File: src/rtl/clink_uart_pkg.sv
// Shared types and constants for the CameraLink serial receiver.
package clink_uart_pkg;

    localparam int unsigned OVERSAMPLE        = 16;
    localparam int unsigned DEFAULT_CLK_FREQ  = 100_000_000;
    localparam int unsigned DEFAULT_BAUD_RATE = 9600;

    typedef enum logic [2:0] {
        ST_IDLE,
        ST_START,
        ST_DATA,
        ST_STOP,
        ST_BREAK
    } rx_state_e;

    // Clocks per oversample tick, rounded to nearest, never below 1.
    function automatic int unsigned calc_div(input int unsigned clk_freq,
                                             input int unsigned baud);
        int unsigned d;
        d = (clk_freq + (baud * OVERSAMPLE) / 2) / (baud * OVERSAMPLE);
        return (d == 0) ? 1 : d;
    endfunction

endpackage

File: src/rtl/clink_uart_rx_fifo.sv
// Synchronous first-word-fall-through byte FIFO for the serial receiver.
module clink_uart_rx_fifo #(
    parameter int unsigned DEPTH = 16
) (
    input  logic                       clk,
    input  logic                       reset,
    input  logic                       push_i,
    input  logic [7:0]                 data_i,
    input  logic                       pop_i,
    output logic [7:0]                 data_o,
    output logic                       valid_o,
    output logic [$clog2(DEPTH):0]     count_o,
    output logic                       drop_o
);

    localparam int unsigned AW = (DEPTH > 1) ? $clog2(DEPTH) : 1;
    localparam int unsigned CW = $clog2(DEPTH) + 1;

    logic [7:0]    mem [0:DEPTH-1];
    logic [AW-1:0] wr_ptr_q;
    logic [AW-1:0] rd_ptr_q;
    logic [CW-1:0] count_q;
    logic          empty;
    logic          full;
    logic          do_pop;
    logic          do_push;

    assign empty   = (count_q == '0);
    assign full    = (count_q == CW'(DEPTH));
    assign do_pop  = pop_i && !empty;
    // A pop in the same cycle frees the slot, so a full FIFO still accepts.
    assign do_push = push_i && (!full || do_pop);
    assign drop_o  = push_i && full && !do_pop;

    assign valid_o = !empty;
    assign data_o  = empty ? '0 : mem[rd_ptr_q];
    assign count_o = count_q;

    // Storage write; contents need no reset since reads are gated by count.
    always_ff @(posedge clk) begin
        if (do_push) begin
            mem[wr_ptr_q] <= data_i;
        end
    end

    // Pointer and occupancy bookkeeping; pointers wrap naturally at DEPTH.
    always_ff @(posedge clk) begin
        if (reset) begin
            wr_ptr_q <= '0;
            rd_ptr_q <= '0;
            count_q  <= '0;
        end else begin
            if (do_push) wr_ptr_q <= wr_ptr_q + AW'(1);
            if (do_pop)  rd_ptr_q <= rd_ptr_q + AW'(1);
            case ({do_push, do_pop})
                2'b10:   count_q <= count_q + CW'(1);
                2'b01:   count_q <= count_q - CW'(1);
                default: count_q <= count_q;
            endcase
        end
    end

endmodule

File: src/rtl/clink_uart_rx.sv
// 8N1 serial receiver with 16x oversampling, error flags and a FWFT FIFO.
module clink_uart_rx
    import clink_uart_pkg::*;
#(
    parameter int unsigned CLK_FREQ   = DEFAULT_CLK_FREQ,
    parameter int unsigned BAUD_RATE  = DEFAULT_BAUD_RATE,
    parameter int unsigned FIFO_DEPTH = 16
) (
    input  logic                          clk,
    input  logic                          reset,
    input  logic                          rx_serial,
    output logic [7:0]                    rx_data,
    output logic                          rx_valid,
    input  logic                          rx_ready,
    output logic [$clog2(FIFO_DEPTH):0]   fifo_count,
    output logic                          frame_error,
    output logic                          overrun,
    input  logic                          clear_errors
);

    localparam int unsigned DIV = calc_div(CLK_FREQ, BAUD_RATE);
    localparam int unsigned DW  = (DIV > 1) ? $clog2(DIV) : 1;

    logic [1:0]    sync_q;
    logic          rx_prev_q;
    logic          rxs;
    rx_state_e     state_q;
    logic [DW-1:0] div_q;
    logic [3:0]    tick_q;
    logic [2:0]    bit_q;
    logic [7:0]    shift_q;
    logic          frame_err_q;
    logic          overrun_q;

    logic          tick;
    logic          fall;
    logic          stop_sample;
    logic          push_byte;
    logic          frame_evt;
    logic          fifo_drop;

    assign rxs         = sync_q[1];
    assign fall        = rx_prev_q && !rxs;
    assign tick        = (div_q == DW'(DIV - 1));
    assign stop_sample = (state_q == ST_STOP) && tick && (tick_q == 4'd15);
    assign push_byte   = stop_sample && rxs;
    assign frame_evt   = stop_sample && !rxs;

    // Two-flop synchronizer plus previous-value flop for edge detection.
    always_ff @(posedge clk) begin
        if (reset) begin
            sync_q    <= 2'b11;
            rx_prev_q <= 1'b1;
        end else begin
            sync_q    <= {sync_q[0], rx_serial};
            rx_prev_q <= rxs;
        end
    end

    // Receive FSM with oversample divider, tick and bit counters.
    always_ff @(posedge clk) begin
        if (reset) begin
            state_q <= ST_IDLE;
            div_q   <= '0;
            tick_q  <= '0;
            bit_q   <= '0;
            shift_q <= '0;
        end else begin
            // Divider is held at zero in IDLE so it restarts on the start edge.
            if (state_q == ST_IDLE || tick) div_q <= '0;
            else                            div_q <= div_q + DW'(1);

            case (state_q)
                ST_IDLE: begin
                    tick_q <= '0;
                    bit_q  <= '0;
                    if (fall) state_q <= ST_START;
                end
                ST_START: begin
                    if (tick) begin
                        if (tick_q == 4'd7) begin
                            tick_q  <= '0;
                            state_q <= rxs ? ST_IDLE : ST_DATA;
                        end else begin
                            tick_q <= tick_q + 4'd1;
                        end
                    end
                end
                ST_DATA: begin
                    if (tick) begin
                        if (tick_q == 4'd15) begin
                            tick_q  <= '0;
                            shift_q <= {rxs, shift_q[7:1]};
                            bit_q   <= bit_q + 3'd1;
                            if (bit_q == 3'd7) state_q <= ST_STOP;
                        end else begin
                            tick_q <= tick_q + 4'd1;
                        end
                    end
                end
                ST_STOP: begin
                    if (tick) begin
                        if (tick_q == 4'd15) begin
                            tick_q  <= '0;
                            state_q <= rxs ? ST_IDLE : ST_BREAK;
                        end else begin
                            tick_q <= tick_q + 4'd1;
                        end
                    end
                end
                ST_BREAK: begin
                    if (rxs) state_q <= ST_IDLE;
                end
                default: state_q <= ST_IDLE;
            endcase
        end
    end

    // Sticky error flags; a new event outranks a simultaneous clear.
    always_ff @(posedge clk) begin
        if (reset) begin
            frame_err_q <= 1'b0;
            overrun_q   <= 1'b0;
        end else begin
            frame_err_q <= frame_evt || (frame_err_q && !clear_errors);
            overrun_q   <= fifo_drop || (overrun_q && !clear_errors);
        end
    end

    assign frame_error = frame_err_q;
    assign overrun     = overrun_q;

    clink_uart_rx_fifo #(
        .DEPTH (FIFO_DEPTH)
    ) u_fifo (
        .clk     (clk),
        .reset   (reset),
        .push_i  (push_byte),
        .data_i  (shift_q),
        .pop_i   (rx_ready),
        .data_o  (rx_data),
        .valid_o (rx_valid),
        .count_o (fifo_count),
        .drop_o  (fifo_drop)
    );

endmodule

File: config.mk
export PLATFORM = sky130hd
export DESIGN_NAME = clink_uart_rx
export DESIGN_NICKNAME = d
export VERILOG_FILES = /design/src/rtl/clink_uart_pkg.sv /design/src/rtl/clink_uart_rx_fifo.sv /design/src/rtl/clink_uart_rx.sv
export SDC_FILE = /design/constraint.sdc
export NUM_CORES = 1
export LEC_CHECK = 0
export ABC_AREA = 1
export CORE_AREA = 4 4 152 154
export CTS_BUF_LIST = sky130_fd_sc_hd__clkbuf_4
export DETAILED_ROUTE_END_ITERATION = 6
export DIE_AREA = 0 0 156 158
export PLACE_DENSITY = 0.5
export SLEW_MARGIN = 20
export SYNTH_ARGS = -nofsm -noshare
export SYNTH_HDL_FRONTEND = slang
export SYNTH_HIERARCHICAL = 1
export SYNTH_SLANG_ARGS = --single-unit
File: constraint.sdc
create_clock -name clk -period 4.9 [get_ports clk]
set_clock_uncertainty 0.2 [all_clocks]
set_input_delay 0.49 -clock clk [delete_from_list [all_inputs] [get_ports clk]]
set_output_delay 0.49 -clock clk [all_outputs]
set_load 0.005 [all_outputs]
[Word-level counts from Yosys, hierarchy flattened]
Memory sizes are Yosys's and may differ from the RTL's. A register that Yosys moved wholly into a read port is not among the register bits.
Index checks and enable logic that the tools add are counted.
W data, S select, Z words.
Storage, ports and cells
  flip-flop bits (word level): 46
  bits in latches: 0
  memory bits (writable): 128
  bits in read-only memories: 0
  input port bits: 5
  output and inout port bits: 16
  logic and storage cells: 98
  memories kept: 1
Cells by class
  $add $sub $neg: 7
  $mul: 0
  div/mod/pow operators: 0
  order comparisons: 0
  eq/ne operators: 21
  shift-type cells: 0
  muxes and demuxes: 26
  bitwise gates (word level): 0
  reduce and logical (&&, ||, !) cells: 31
Memories
  u_fifo.mem: words 16, width 8, read ports 1, clocked after memory_dff 1, wr ports 1, RTL line clink_uart_rx_fifo.sv:19  | logic [7:0] mem [0:DEPTH-1];
Operator list (number)
  $mux W3: 12
  $mux W4: 6
  $ne A2 B2 Y1 const B: 8
  $pmux W3 S5: 1
  $add A4 B1 Y4 const B: 3
  $pmux W4 S3: 1
  $logic_and A1 B1 Y1: 11
  $add A10 B1 Y10 const B: 1
  $eq A10 B10 Y1 const B: 1
  $pmux W5 S2: 1
  $reduce_and A3 Y1: 3
  $reduce_and A9 Y1: 1
  $mux W8: 1
  $eq A3 B2 Y1 const B: 2
  $eq A3 B3 Y1 const B: 2
  $pmux W3 S2: 1
  $add A5 B1 Y5 const B: 1
  $eq A5 B5 Y1 const B: 1
  $logic_not A1 Y1: 5
  $logic_not A5 Y1: 1
  $sub A5 B1 Y5 const B: 1
  $eq A4 B3 Y1 const B: 1
  $eq A4 B4 Y1 const B: 1
  $logic_or A1 B1 Y1: 4
  other kinds (11): 15

[Longest topological paths before layout]
  depth after elaboration: 7
  depth in mapped cells: 22
  depth with buffers taken out: 22

[Hierarchy]
The synthesis kept the hierarchy.
By module, submodules not included
  clink_uart_rx_fifo: times used 1, cells each 486, area an instance 5967.0 µm², seq. area each 4184.0 µm²
  clink_uart_rx: times used 1, cells each 212, area an instance 1517.7 µm², seq. area each 660.6 µm²

[Worst setup path after synthesis]
OpenSTA, ideal clock, no wires.
  path kind: register to register
  start point: register div_q[0]
  end point: register u_fifo.count_q[4], in the netlist u_fifo/count_o[4]
  library setup time: 115 ps
  arrival time: 2319 ps
  data required time: 4585 ps
  slack: 2266 ps
  cell stages (with the launch flop): 18
  buffers on the path: 0
  period minus slack after synthesis: 2634 ps
  cells stage by stage: dfxtp_1 inv_1 ha_1 nand2_1 nor2_1 nand3_2 inv_1 nand4_1 nor2_1 inv_1 nand3_4 inv_1 ha_1 or2_2 nand3_1 nand3_1 nand2_1 nor2_1
Between the ends
  cells in the longest elaborated chain, start to end: 7
  elaborated cells on any way between the ends: 9
  those cells by class: eq/ne: 3; mux: 1; reduce/logical: 5
RTL lines
  start, declared: RTL line clink_uart_rx.sv:28  | logic [DW-1:0] div_q;
  start signal, assigned: RTL line clink_uart_rx.sv:71  | else div_q <= div_q + DW'(1);
  $eq A10 B10 Y1 (*): RTL line clink_uart_rx.sv:44  | assign tick = (div_q == DW'(DIV - 1));
  $logic_and A1 B1 Y1 (*) (2 in series): RTL line clink_uart_rx.sv:45  | assign stop_sample = (state_q == ST_STOP) && tick && (tick_q == 4'd15);
  $logic_and A1 B1 Y1 (*): RTL line clink_uart_rx.sv:46  | assign push_byte = stop_sample && rxs;
  via push_byte: RTL line clink_uart_rx.sv:38  | logic push_byte;
  $logic_and A1 B1 Y1 (*): RTL line clink_uart_rx_fifo.sv:32  | assign do_push = push_i && (!full || do_pop);
  $eq A2 B1 Y1 or $eq A2 B2 Y1 (tied branches): RTL line clink_uart_rx_fifo.sv:55  | case ({do_push, do_pop})
  $pmux W5 S2 or $reduce_bool A2 Y1 (tied branches)
  end signal, assigned: RTL line clink_uart_rx_fifo.sv:56  | 2'b10: count_q <= count_q + CW'(1);
  end signal, assigned: RTL line clink_uart_rx_fifo.sv:57  | 2'b01: count_q <= count_q - CW'(1);
  end signal, assigned: RTL line clink_uart_rx_fifo.sv:58  | default: count_q <= count_q;
  end, declared: RTL line clink_uart_rx_fifo.sv:22  | logic [CW-1:0] count_q;
Mark *: on every way through the listed nets, which the timed path passes. The rest lies on a longest branch.
A chain may end at the register's enable or synchronous reset.

==> summary by stage <==
Global routing
The via count of the first global-routing pass is 5073. The number of antenna violations at the first check in global routing is 0. Summed over all layers, the global routing overflow is 0.

Across every metal layer, demand over resource in global routing totals 14.40%. The wire length of the first global-routing pass is 27440 um. The largest net degree at the start of global routing is 66.

Floorplanning
The area of the die is 0.02465 mm^2. The die is 158 um tall. The floorplan step defined a core boundary enclosing 0.02169 mm^2.

After floorplanning, the core was divided into 54 placement rows. The initial utilization of the core area, before any placement, comes to 34.51%. From left edge to right edge, the die measures 156 um. The number of I/O pins is 21.

Run status
The run finished with clean final reports.

CTS
CTS built an H-tree with a depth of 4. The clock drives 178 sinks. After clock tree synthesis, the clock-pin slew on the worst setup and hold paths is 0.13 ns. Counting the buffers created by CTS gives 17. Clock tree synthesis selected as its root buffer the cell sky130_fd_sc_hd__clkbuf_4.

Clock latency on the worst-skew pair, taken at its later pin, is 0.55 ns. In this run the deepest clock path goes through 2 buffers. TritonCTS built the clock tree. The hold buffer count at CTS is 0. Once the clock tree was built, the resizer swapped 0 gates to a different size.

After clock tree synthesis, the setup repair step added 0 buffers.

STA
The post-route clock period utilization is 79.05%. Setup repair after global routing left no endpoint under its margin. The summed negative setup slack over all endpoints is 0 ns.

The relative slew slack is 23.67%. The number of setup violations in the final report is 0. The maximum operating frequency is 258.2 MHz.

The final number of max-transition violations was 0. The actual slew at the worst max-slew pin is 1.141 ns. The number of endpoints with negative hold slack in the final report was 0. The final critical-path required period is 3.874 ns.

Cells and area
The diode insertion count for antenna repair is 0. The number of nets in the finished design is 728. Leaving out fill and tap cells, the most frequent cell in the layout is sky130_fd_sc_hd__nor2_1.

Once layout is complete, the utilization of the core stands at 37.75%. In the layout the commonest cells are sky130_fd_sc_hd__nor2_1, sky130_fd_sc_hd__edfxtp_1, sky130_fd_sc_hd__o21ai_0. The area growth from synthesis to layout is 9.395%. The post-route netlist has 9.682% of its cells at a drive strength greater than 1.

Drt
Before antenna repair, the detailed router went through 5 iterations. The detailed router finished its first iteration with 374 violations. The detail route stage leaves a number of antenna-violating nets equal to 0.

The number of vias in the routed layout is 5159. Dividing the detail-routed via count by the number of cells gives 5.144. After detailed routing, the average wire length per cell comes to 17.21 um. In the routed design, unresolved DRC markers number 0. The post-detailed-routing wire length is 17260 um.

Synthesis
The number of nets handed over by synthesis was 715. sky130_fd_sc_hd__edfxtp_1 takes more of the synthesized area than any other cell. Ranked by total cell area, the synthesized netlist is headed by sky130_fd_sc_hd__edfxtp_1, sky130_fd_sc_hd__dfxtp_1, sky130_fd_sc_hd__nor2_1. Of the post-synthesis cell area, the dominant cell type holds 51.35%.

Averaged over all synthesized cells, the footprint is 10.72 um^2. Counting flops and latches in the post-synthesis netlist gives 178. For this run, the number of Yosys warnings is 6. The cell area after synthesis is 0.007485 mm^2. After technology mapping, the gate count stands at 698. Summing the sequential cell areas from Yosys gives 64.73% of the chip area. The number of different library cells in the post-synthesis netlist is 37.

Place
The placed wire-length estimate after detailed placement is 11060 um. The count of buffers added on input and output ports is 20. The congestion estimate from routability-driven global placement came to 0.8130.

Critical path
Traced cell by cell, the critical path runs through inv_1 > o221ai_1 > nand3_1 > a21oi_1 > clkdlybuf4s50_1. The worst register-to-register path begins at div_q[0]$_SDFF_PP0_. The peak fanout along the critical path is 17. The register-to-register setup slack is 1.67 ns. Among cell families on the critical path, the largest total delay comes from buffers and inverters. By startpoint and endpoint, the worst setup path is classified as reg -> out. The kind of launch point of the worst setup path is a register. The data required time at the worst endpoint is 4.21 ns. The highest-delay cell along the critical path is sky130_fd_sc_hd__dfxtp_1.

The worst register-to-register path ends at u_fifo/mem[15][2]$_DFFE_PP_. Together, buffers and inverters on the worst path number 2. STA classifies the critical path endpoint as a primary output.

The maximum single-stage delay on the critical path is 0.85 ns. For the worst setup path, the data arrival time is 3.18 ns. Measured in cells, the most critical reg-to-reg path has a length of 12.

Pwr
The internal portion of the total power is 2.338 mW. The highest ir drop seen on vdd is 0.2169 mV. The analysis attributes to cell leakage a power of 3.163 nW.

The register share of total power is 49.7%. The part of the total power dissipated in the clock network is 22.5%. The power spent charging and discharging nets is 1.245 mW.

Of the total power, the share spent switching nets is 34.75%. Of the total power, combinational logic draws 27.7%. For this design the ratio of total power to cell area is 437.6 mW/mm^2.

Job
Max-cap violations in this run came to 0.

Min path
In this run the most critical hold path is launched from sync_q[0]$_SDFF_PP1_. The endpoint with the worst hold slack is sync_q[1]$_SDFF_PP1_. The path category of the worst min-delay check is reg -> reg. Along the worst hold path, the cell count comes to 1.
worst max path at each step:
stage	start	end	slack, ns	cells after the start
6_report	register	rx_data[4]	1.03	5
5_1_grt	register	rx_data[4]	0.83	5
4_1_cts	register	rx_data[4]	0.70	6
3_5_place_dp	register	rx_data[4]	1.33	6
3_3_place_gp	register	rx_data[6]	1.37	6
2_1_floorplan	div_q[0]$_SDFF_PP0_	u_fifo/count_o[4]$_SDFFE_PP0P_	2.27	17
Yosys cell counts (all sizes together):
cell      n
nor2    145
edfxtp  128
o21ai    87
nand2    67
inv      53
dfxtp    50
a21oi    33
nand3    33
o221ai   26
nand4    15
buf      14
clkbuf   12
ha       12
o22ai     6
or2       4
nor3      3
nor3b     2
o21bai    2
a211oi    1
a21boi    1
o211ai    1
o21a      1
xnor2     1
xor2      1
metal layers:
layer  wire (um)  global-route usage, %
met5           0                      0
met4         178                  3.501
met3         760                  3.280
met2        7994                  23.42
met1        8323                  19.65
sequential cells by signal (all words and copies together) (netlist names), 4 cells and up, named ones only:
| register | count |
|---|---|
| u_fifo/count_o | 5 |
| u_fifo/rd_ptr_q | 4 |
| div_q | 10 |
| u_fifo/wr_ptr_q | 4 |
| u_fifo/mem | 128 |
| shift_q | 8 |
| tick_q | 4 |
power groups by stage:
| stage | Sequential [mW] | Clock (mW) | Combinational [mW] |
|---|---|---|---|
| floorplan | 1.72 | 0 | 0.762 |
| global placement | 1.81 | 0 | 0.981 |
| detailed placement | 1.82 | 0 | 0.992 |
| CTS | 1.78 | 0.834 | 0.996 |
| global route | 1.80 | 0.904 | 1.12 |
| finish | 1.78 | 0.808 | 0.994 |
cells by family (layout without fill, tap and decap cells):
kind of cell	Yosys count	in the layout	synth area share, %
AND/OR/NAND/NOR	269	269	16.42
flip-flops	178	178	64.73
AO/OA/AOI/OAI	158	158	12.30
buffers and inverters	79	104	4.313
adder cells (fa/ha/maj)	12	12	2.006
XOR/XNOR	2	2	0.2341
metrics by stage:
stage | worst slack, ns | std cells | hold slack [ns] | total power [mW] | area, um^2
6_report | 1.026 | 1003 | 0.2231 | 3.583 | 8188
2_1_floorplan | 2.266 | 698 | 0.1895 | 2.480 | 7485
3_3_place_gp | 1.369 | 972 | 0.1917 | 2.791 | 7915
3_5_place_dp | 1.328 | 972 | 0.1929 | 2.808 | 7916
4_1_cts | 0.7022 | 1003 | 0.2246 | 3.612 | 8185
5_1_grt | 0.8258 | 1003 | 0.2584 | 3.819 | 8188
final cells by class:
cell class / instances / area (um^2)
Inverter: 53 / 201.4
Clock inverter: 13 / 133.9
Fill cell: 2119 / 13500
Clock buffer: 18 / 135.1
Tap cell: 280 / 350.3
Multi-Input combinational cell: 441 / 2317
Timing Repair Buffer: 20 / 200.2
Sequential cell: 178 / 4850
Note: power is estimated with default switching activity, not from simulation.
